## src/rtl/art_select_ctrl.sv

```systemverilog
// art_select_ctrl: Wishbone-controlled selector that enables at most one art
// macro at a time. Every switch between macros passes through an all-off gap
// of GAP_CYCLES cycles, so two macros are never enabled together. An optional
// period makes the selection rotate through the macros automatically.
module art_select_ctrl #(
  parameter int          N_MACROS   = 4,
  parameter int          GAP_CYCLES = 4,
  parameter logic [31:0] BASE_ADR   = 32'h3000_0000
) (
  input  logic                wb_clk_i,
  input  logic                wb_rst_i,
  input  logic                wbs_cyc_i,
  input  logic                wbs_stb_i,
  input  logic                wbs_we_i,
  input  logic [3:0]          wbs_sel_i,
  input  logic [31:0]         wbs_adr_i,
  input  logic [31:0]         wbs_dat_i,
  output logic                wbs_ack_o,
  output logic [31:0]         wbs_dat_o,
  output logic [N_MACROS-1:0] active_o
);

  // State values double as the STATUS state code.
  typedef enum logic [1:0] {
    ST_IDLE   = 2'd0,
    ST_ACTIVE = 2'd1,
    ST_GAP    = 2'd2
  } state_t;

  localparam logic [3:0] LAST_IDX_C = 4'(N_MACROS - 1);
  localparam logic [7:0] GAP_LAST_C = 8'(GAP_CYCLES - 1);

  state_t              state_r;
  logic [3:0]          sel_r;
  logic [3:0]          cur_r;
  logic                en_r;
  logic [15:0]         period_r;
  logic [7:0]          gap_cnt_r;
  logic [15:0]         per_cnt_r;
  logic [N_MACROS-1:0] active_r;
  logic                ack_r;
  logic [31:0]         dat_r;

  logic                hit_s;
  logic                fire_s;
  logic                wr_ctrl_s;
  logic                wr_per_s;
  logic                sel_ok_s;
  logic                per_last_s;
  logic [3:0]          next_idx_s;
  logic [31:0]         rdata_s;
  logic                unused_s;

  // One-hot enable pattern for a macro index.
  function automatic logic [N_MACROS-1:0] onehot_f(input logic [3:0] idx);
    onehot_f = {{(N_MACROS-1){1'b0}}, 1'b1} << idx;
  endfunction

  // A request is served on the cycle it is seen with ack low; the write and
  // the ack happen on the same edge, so a held request re-acks every other cycle.
  assign hit_s      = wbs_cyc_i & wbs_stb_i & (wbs_adr_i[31:4] == BASE_ADR[31:4]);
  assign fire_s     = hit_s & ~ack_r;
  assign wr_ctrl_s  = fire_s & wbs_we_i & (wbs_adr_i[3:2] == 2'd0);
  assign wr_per_s   = fire_s & wbs_we_i & (wbs_adr_i[3:2] == 2'd1);
  assign sel_ok_s   = (wbs_dat_i[3:0] <= LAST_IDX_C);
  assign per_last_s = (period_r != 16'd0) && (per_cnt_r == (period_r - 16'd1));
  assign next_idx_s = (cur_r == LAST_IDX_C) ? 4'd0 : (cur_r + 4'd1);
  assign unused_s   = ^{wbs_adr_i[1:0], wbs_sel_i[3:2], wbs_dat_i[31:16]};

  assign wbs_ack_o = ack_r;
  assign wbs_dat_o = dat_r;
  assign active_o  = active_r;

  // Read data mux, sampled into the output register on the acking edge.
  always_comb begin
    rdata_s = 32'd0;
    case (wbs_adr_i[3:2])
      2'd0:    rdata_s = {23'd0, en_r, 4'd0, sel_r};
      2'd1:    rdata_s = {16'd0, period_r};
      2'd2:    rdata_s = {15'd0, (state_r == ST_GAP), 6'd0, state_r, 4'd0, cur_r};
      default: rdata_s = 32'd0;
    endcase
  end

  // Wishbone acknowledge and read data registers.
  always_ff @(posedge wb_clk_i) begin
    if (wb_rst_i) begin
      ack_r <= 1'b0;
      dat_r <= 32'd0;
    end else begin
      ack_r <= fire_s;
      dat_r <= fire_s ? rdata_s : 32'd0;
    end
  end

  // Register file and selection FSM; register writes are applied after the
  // FSM step so a same-edge SEL write overrides the rotation target.
  always_ff @(posedge wb_clk_i) begin
    if (wb_rst_i) begin
      state_r   <= ST_IDLE;
      sel_r     <= 4'd0;
      cur_r     <= 4'd0;
      en_r      <= 1'b0;
      period_r  <= 16'd0;
      gap_cnt_r <= 8'd0;
      per_cnt_r <= 16'd0;
      active_r  <= {N_MACROS{1'b0}};
    end else begin
      case (state_r)
        ST_IDLE: begin
          gap_cnt_r <= 8'd0;
          per_cnt_r <= 16'd0;
          active_r  <= {N_MACROS{1'b0}};
          if (en_r) begin
            state_r <= ST_GAP;
          end
        end
        ST_GAP: begin
          if (!en_r) begin
            state_r   <= ST_IDLE;
            gap_cnt_r <= 8'd0;
            per_cnt_r <= 16'd0;
            active_r  <= {N_MACROS{1'b0}};
          end else if (gap_cnt_r == GAP_LAST_C) begin
            state_r   <= ST_ACTIVE;
            cur_r     <= sel_r;
            gap_cnt_r <= 8'd0;
            per_cnt_r <= 16'd0;
            active_r  <= onehot_f(sel_r);
          end else begin
            gap_cnt_r <= gap_cnt_r + 8'd1;
          end
        end
        ST_ACTIVE: begin
          if (!en_r) begin
            state_r   <= ST_IDLE;
            gap_cnt_r <= 8'd0;
            per_cnt_r <= 16'd0;
            active_r  <= {N_MACROS{1'b0}};
          end else if (sel_r != cur_r) begin
            state_r   <= ST_GAP;
            gap_cnt_r <= 8'd0;
            active_r  <= {N_MACROS{1'b0}};
          end else if (per_last_s) begin
            state_r   <= ST_GAP;
            sel_r     <= next_idx_s;
            gap_cnt_r <= 8'd0;
            active_r  <= {N_MACROS{1'b0}};
          end else if (period_r != 16'd0) begin
            per_cnt_r <= per_cnt_r + 16'd1;
          end
        end
        default: begin
          state_r  <= ST_IDLE;
          active_r <= {N_MACROS{1'b0}};
        end
      endcase

      if (wr_ctrl_s) begin
        if (wbs_sel_i[0] && sel_ok_s) begin
          sel_r <= wbs_dat_i[3:0];
        end
        if (wbs_sel_i[1]) begin
          en_r <= wbs_dat_i[8];
        end
      end

      if (wr_per_s) begin
        if (wbs_sel_i[0]) begin
          period_r[7:0] <= wbs_dat_i[7:0];
        end
        if (wbs_sel_i[1]) begin
          period_r[15:8] <= wbs_dat_i[15:8];
        end
        per_cnt_r <= 16'd0;
      end
    end
  end

endmodule
```

## config.mk

```make
export PLATFORM = sky130hd
export DESIGN_NAME = art_select_ctrl
export DESIGN_NICKNAME = d
export VERILOG_FILES = /design/src/rtl/art_select_ctrl.sv
export SDC_FILE = /design/constraint.sdc
export NUM_CORES = 1
export LEC_CHECK = 0
export ABC_AREA = 1
export CAP_MARGIN = 20
export CORE_MARGIN = 5
export CORE_UTILIZATION = 23
export CTS_BUF_LIST = sky130_fd_sc_hd__clkbuf_8
export DETAILED_ROUTE_END_ITERATION = 10
export PLACE_DENSITY = 0.39
export SETUP_SLACK_MARGIN = 0.4
export SYNTH_ARGS = -nofsm -noshare
export SYNTH_HDL_FRONTEND = slang
export SYNTH_SLANG_ARGS = --single-unit
```

## constraint.sdc

```tcl
create_clock -name wb_clk_i -period 3.05 [get_ports wb_clk_i]
set_input_delay 0.4575 -clock wb_clk_i [delete_from_list [all_inputs] [get_ports wb_clk_i]]
set_output_delay 0.4575 -clock wb_clk_i [all_outputs]
set_load 0.01 [all_outputs]
```

==> Yosys cells after proc, flatten, opt, wreduce, memory -nomap -nowiden <==
Index checks and enable logic that the tools add are counted.
{ "totals": {"in_bits": 73, "out_inout_bits": 37, "elab_cells": 90, "register_bits": 88} }
{ "classes": {"n_mux": 34, "n_addsub": 4, "magnitude_cmp": 1, "eq_ne": 15, "shift": 1, "n_reduce_logical": 16, "n_bitwise": 8} }
{ "op_table": {"columns": ["cell", "count"], "rows": [
  ["$mux 16", 6],
  ["$pmux 17 s3", 1],
  ["$mux 4", 12],
  ["$pmux 16 s3", 1],
  ["$mux 8", 5],
  ["$eq 28x26->1 const B", 1],
  ["$pmux 8 s3", 1],
  ["$add 16x1->16 const B", 1],
  ["$eq 16x16->1", 1],
  ["$reduce_bool 16->1", 1],
  ["$sub 16x1->16 const B", 1],
  ["$mux 2", 6],
  ["$reduce_and 2->1", 5],
  ["$ne 3x3->1 const B", 3],
  ["$add 8x1->8 const B", 1],
  ["$eq 8x2->1 const B", 1],
  ["$pmux 4 s2", 1],
  ["$and 1x1->1", 6],
  ["$pmux 2 s3", 1],
  ["$reduce_and 3->1", 2],
  ["$reduce_and 5->1", 1],
  ["$add 4x1->4 const B", 1],
  ["$eq 2x1->1 const B", 2],
  ["$eq 2x2->1 const B", 2],
  ["12 further kinds", 16]
]} }

==> Logic depth before layout (Yosys ltp) <==
{ "depth": {"ltp_word": 9, "ltp_mapped": 18, "depth_no_buf": 18} }

==> Worst setup path before layout <==
Ideal clock, no wire load.
{ "synth_timing": {"kind": "register -> register", "start": "register period_r[0]", "end": "register per_cnt_r[6]", "setup_slack_ps": 1110, "period_less_slack_ps": 1940, "t_arrival_ps": 1827, "required_time_ps": 2937, "stages_incl_launch_ff": 19, "setup_ps": 113, "n_path_buf": 1, "cell_sequence": "dfxtp_1 inv_1 ha_1 inv_1 nand2_1 nand2_1 nor2_1 nand2_1 nor2_1 nand3_1 nor2_1 nand2_1 nor2_4 nand2_4 nand2_4 nand2_4 buf_6 nor2_1 nor2_1"} }
{ "synth_via": {"elab_chain_cells": 5, "word_cells_on_any_way": 7, "cone_classes": "add/sub: 1; eq/ne: 3; reduce/logical: 3"} }
{ "synth_rtl": {"columns": ["element", "line_no", "source"], "rows": [
  ["start, declared", "37", "logic [15:0] period_r;"],
  ["start signal, assigned", "170", "period_r[7:0] <= wbs_dat_i[7:0];"],
  ["$sub 16x1->16", "66", "assign per_last_s = (period_r != 16'd0) && (per_cnt_r == (period_r - 16'd1));"],
  ["$eq 16x16->1", "66", null],
  ["$logic_and 1x1->1", "66", null],
  ["$ne 3x3->1 (no source line)", null, null],
  ["$reduce_and 5->1 (no source line) (*)", null, null],
  ["end signal, assigned", "150", "per_cnt_r <= per_cnt_r + 16'd1;"],
  ["end, declared", "39", "logic [15:0] per_cnt_r;"]
]} }
Every way passes the cells marked *; elsewhere a longest branch is shown, timed or not.
A chain may end at the register's enable or synchronous reset.

==> Worst setup path after layout <==
{ "layout_timing": {"start": "register period_r[0]", "end": "register gap_cnt_r[6]"} }
{ "layout_via": {"elab_chain_cells": 5, "word_cells_on_any_way": 6, "cone_classes": "add/sub: 1; eq/ne: 2; reduce/logical: 3"} }
{ "layout_rtl": {"columns": ["element", "line_no", "source"], "rows": [
  ["$sub 16x1->16", "66", null],
  ["$eq 16x16->1", "66", null],
  ["$logic_and 1x1->1 (*)", "66", null],
  ["$ne 4x4->1 (no source line) (*)", null, null],
  ["$reduce_and 2->1 (no source line) (*)", null, null],
  ["end signal, assigned", "131", "gap_cnt_r <= gap_cnt_r + 8'd1;"],
  ["end, declared", "38", "logic [7:0] gap_cnt_r;"]
]} }
Marks and branches as above.

==> impl_metrics.toml <==
[global_route]
grt_max_degree = 27
grt_pass1_vias = 4599
grt_usage_pct = 13.4
antenna_found_initial = 0
gr-total-overflow = 0
grt_pass1_wl_microns = 23500

[worst_setup_path]
crit_path_end_kind = "flop"
worstPathMaxFanout = 8
crit_type = "flop to flop"
arrival_ns = 2.61
required_ns = 3.31
crit_path_start_kind = "flop"

[layout]
fin_util_pct = 30.2
final_cell_mix = "160 x nand2_1, 83 x inv_1, 75 x nor2_1"
fin_nets = 840
final_common_cell = "nand2_1"
drive_gt1_share_pct = 6.90
final_cells = 1028
area_growth_pct = 28.3
nFillCells = 2083
num_antenna_cells = 0

[place]
placedCellCount = 1012
portBuffers = 74
dp_hpwl_microns = 11600
routabilityCongestion = 0.830
pre_cts_ws_ns = 0.502

[sta]
report.final.hold_viol_count = 0
final.setup_skew_ns = 0.0109
period_share_pct = 77.2
whs_ns = 0.479
rsz0062_at_grt = "true"
clock.fmax_mhz = 425
period_minus_slack_ns = 2.36
setup_viol = 0
drv_slew = 0
timing.final.ws_setup_ns = 0.694
finalSetupTns_ns = 0

[floorplanning]
die_w_microns = 149
io_pins = 110
die_y_microns = 149
rows = 50
die_area_sq_um = 22100
core_area_sq_um = 18800
initial_core_util_pct = 23.5

[synth]
synth_area_leader_cell = "dfxtp_1"
synthCells = 686
ys_ff_latch = 73
synth_top_area_share_pct = 33.0
synth_area_leaders = "dfxtp_1 33%, nand2_1 14%, inv_1 6.9%, nor2_1 6.4%, nand3_1 6.2%"
syn_area_sq_um = 4430
synth.avg_cell_area_sq_um = 6.46
yosys_warnings = 0
yosysSeqAreaShare_pct = 33.0
synth.distinct_cells = 33

[route]
firstDrtPassIters = 4
drc = 0
routedWlPerCell_microns = 14.1
drtIter0Drc = 200
num_vias = 4637
finalWirelength_microns = 14500
viasPerCell = 4.51
ant_nets = 0

[clock_tree]
htreeDepth = 3
insertion_delay_ns = 0.37
clockRootBuffer = "clkbuf_8"
clkTransAtPathRegs_ns = 0.09
post-cts-setup-buffer-count = 0
cts_buffer_depth = 2
cts_resized = 0
cts_hold_buf = 0
cts.sinks = 73
cts_tree = "done"
cts_buffers = 9

[power_and_ir_drop]
p_per_area_nw_per_um2 = 360
ir_drop_v = 0.000190
leakage_nw = 2.27

[run_status]
run_status = "finished, final reports clean"

[job]
drv_cap = 0

[min_path]
holdCritPathClass = "flop to flop"
-- worst max-delay path, stage by stage, from the launching register on --
cell,delay [ns]
dfxtp_1,0.40
inv_1,0.11
ha_1,0.31
inv_1,0.04
nand2_1,0.05
nand2_1,0.04
nor2_1,0.09
nand2_1,0.06
nor2_1,0.09
nand3_1,0.10
nor2_1,0.12
nand2_1,0.10
nor2_4,0.17
nand2_4,0.10
nand2_2,0.17
nand2_2,0.16
nand2_1,0.09
a21oi_1,0.06
-- where the power goes --
group | leakage [nW] | internal, W | total [W] | switching [W]
Sequential | 0.588 | 0.000952 | 0.000952 | 0.0000000000000816
Clock | 0.124 | 0.000562 | 0.000965 | 0.000404
Combinational | 1.56 | 0.0000705 | 0.000128 | 0.0000578
Total | 2.27 | 0.00158 | 0.00205 | 0.000461
-- cell usage after synthesis --
library cell,instances
o21ai_0,31
nor2_2,8
o22ai_1,2
or2_2,1
nor3_1,31
nor4_1,13
nand3_1,55
a21oi_1,53
xor2_1,13
clkbuf_1,9
inv_1,82
nor2_8,1
nand4_1,21
buf_6,2
buf_4,15
a31o_2,1
inv_2,3
nand2_1,161
nor2_1,75
nor3b_2,1
nand3b_1,4
nand2_4,3
conb_1,1
buf_2,2
ha_1,4
nand2_2,4
buf_1,1
a31oi_1,2
nand3_2,2
xnor2_1,5
nor2_4,6
dfxtp_1,73
a221oi_1,1
-- through the flow --
stage                     cell area (sq um)  total power (W)
final                                  5680          0.00205
after global routing                   5680          0.00213
after CTS                              5660          0.00207
after detailed placement               5420          0.00110
after global placement                 5420          0.00110
after floorplan                        4480          0.00103
-- registers in the layout (all words and copies together), names as in the netlist --
register	cells
active_o	4
cur_r	4
en_r	1
gap_cnt_r	8
per_cnt_r	16
period_r	16
sel_r	4
state_r	2
wbs_ack_o	1
wbs_dat_o	17
-- worst paths after layout --
| check | slack, ns | cells past startpoint | to | start |
|---|---|---|---|---|
| worst min register to register | 0.48 | 2 | active_o[3] | active_o[3] |
| worst max-delay path | 0.69 | 17 | gap_cnt_r[6] | period_r[0] |
| worst min-delay path | 0.48 | 2 | active_o[3] | active_o[3] |
| worst max register to register | 0.69 | 17 | gap_cnt_r[6] | period_r[0] |
-- area by class of cell --
cell class | count | area, sq um | share of cell area, %
clock inverter | 6 | 106 | 1.87
clock buffer | 10 | 138 | 2.42
inverter | 85 | 319 | 5.61
multi-input combinational | 513 | 2540 | 44.7
sequential | 73 | 1460 | 25.7
tap | 260 | 325 | 5.72
timing repair buffer | 81 | 793 | 14.0
-- kinds of logic (layout without fill, tap and decap cells) --
logic type      after synthesis  after routing  share of synthesized area, %
compound gates               90             90                          10.4
xor+xnor                     18             18                          3.56
fa+ha+maj                     4              4                          1.13
buf+inv                     114            182                          11.3
flops                        73             73                          33.0
other cells                   1             15                        0.0846
simple gates                386            386                          40.5
-- metal layers --
layer	vias to the layer above	global-route usage, %	wire length (microns)	part of all wire [%]
met5	-	0	0	0
met4	0	3.84	263	1.8
li1	2365	-	-	-
met3	20	3.13	510	3.5
met2	83	22.2	6760	47
met1	2169	17.3	6920	48
Note: power is estimated with default switching activity, not from simulation.
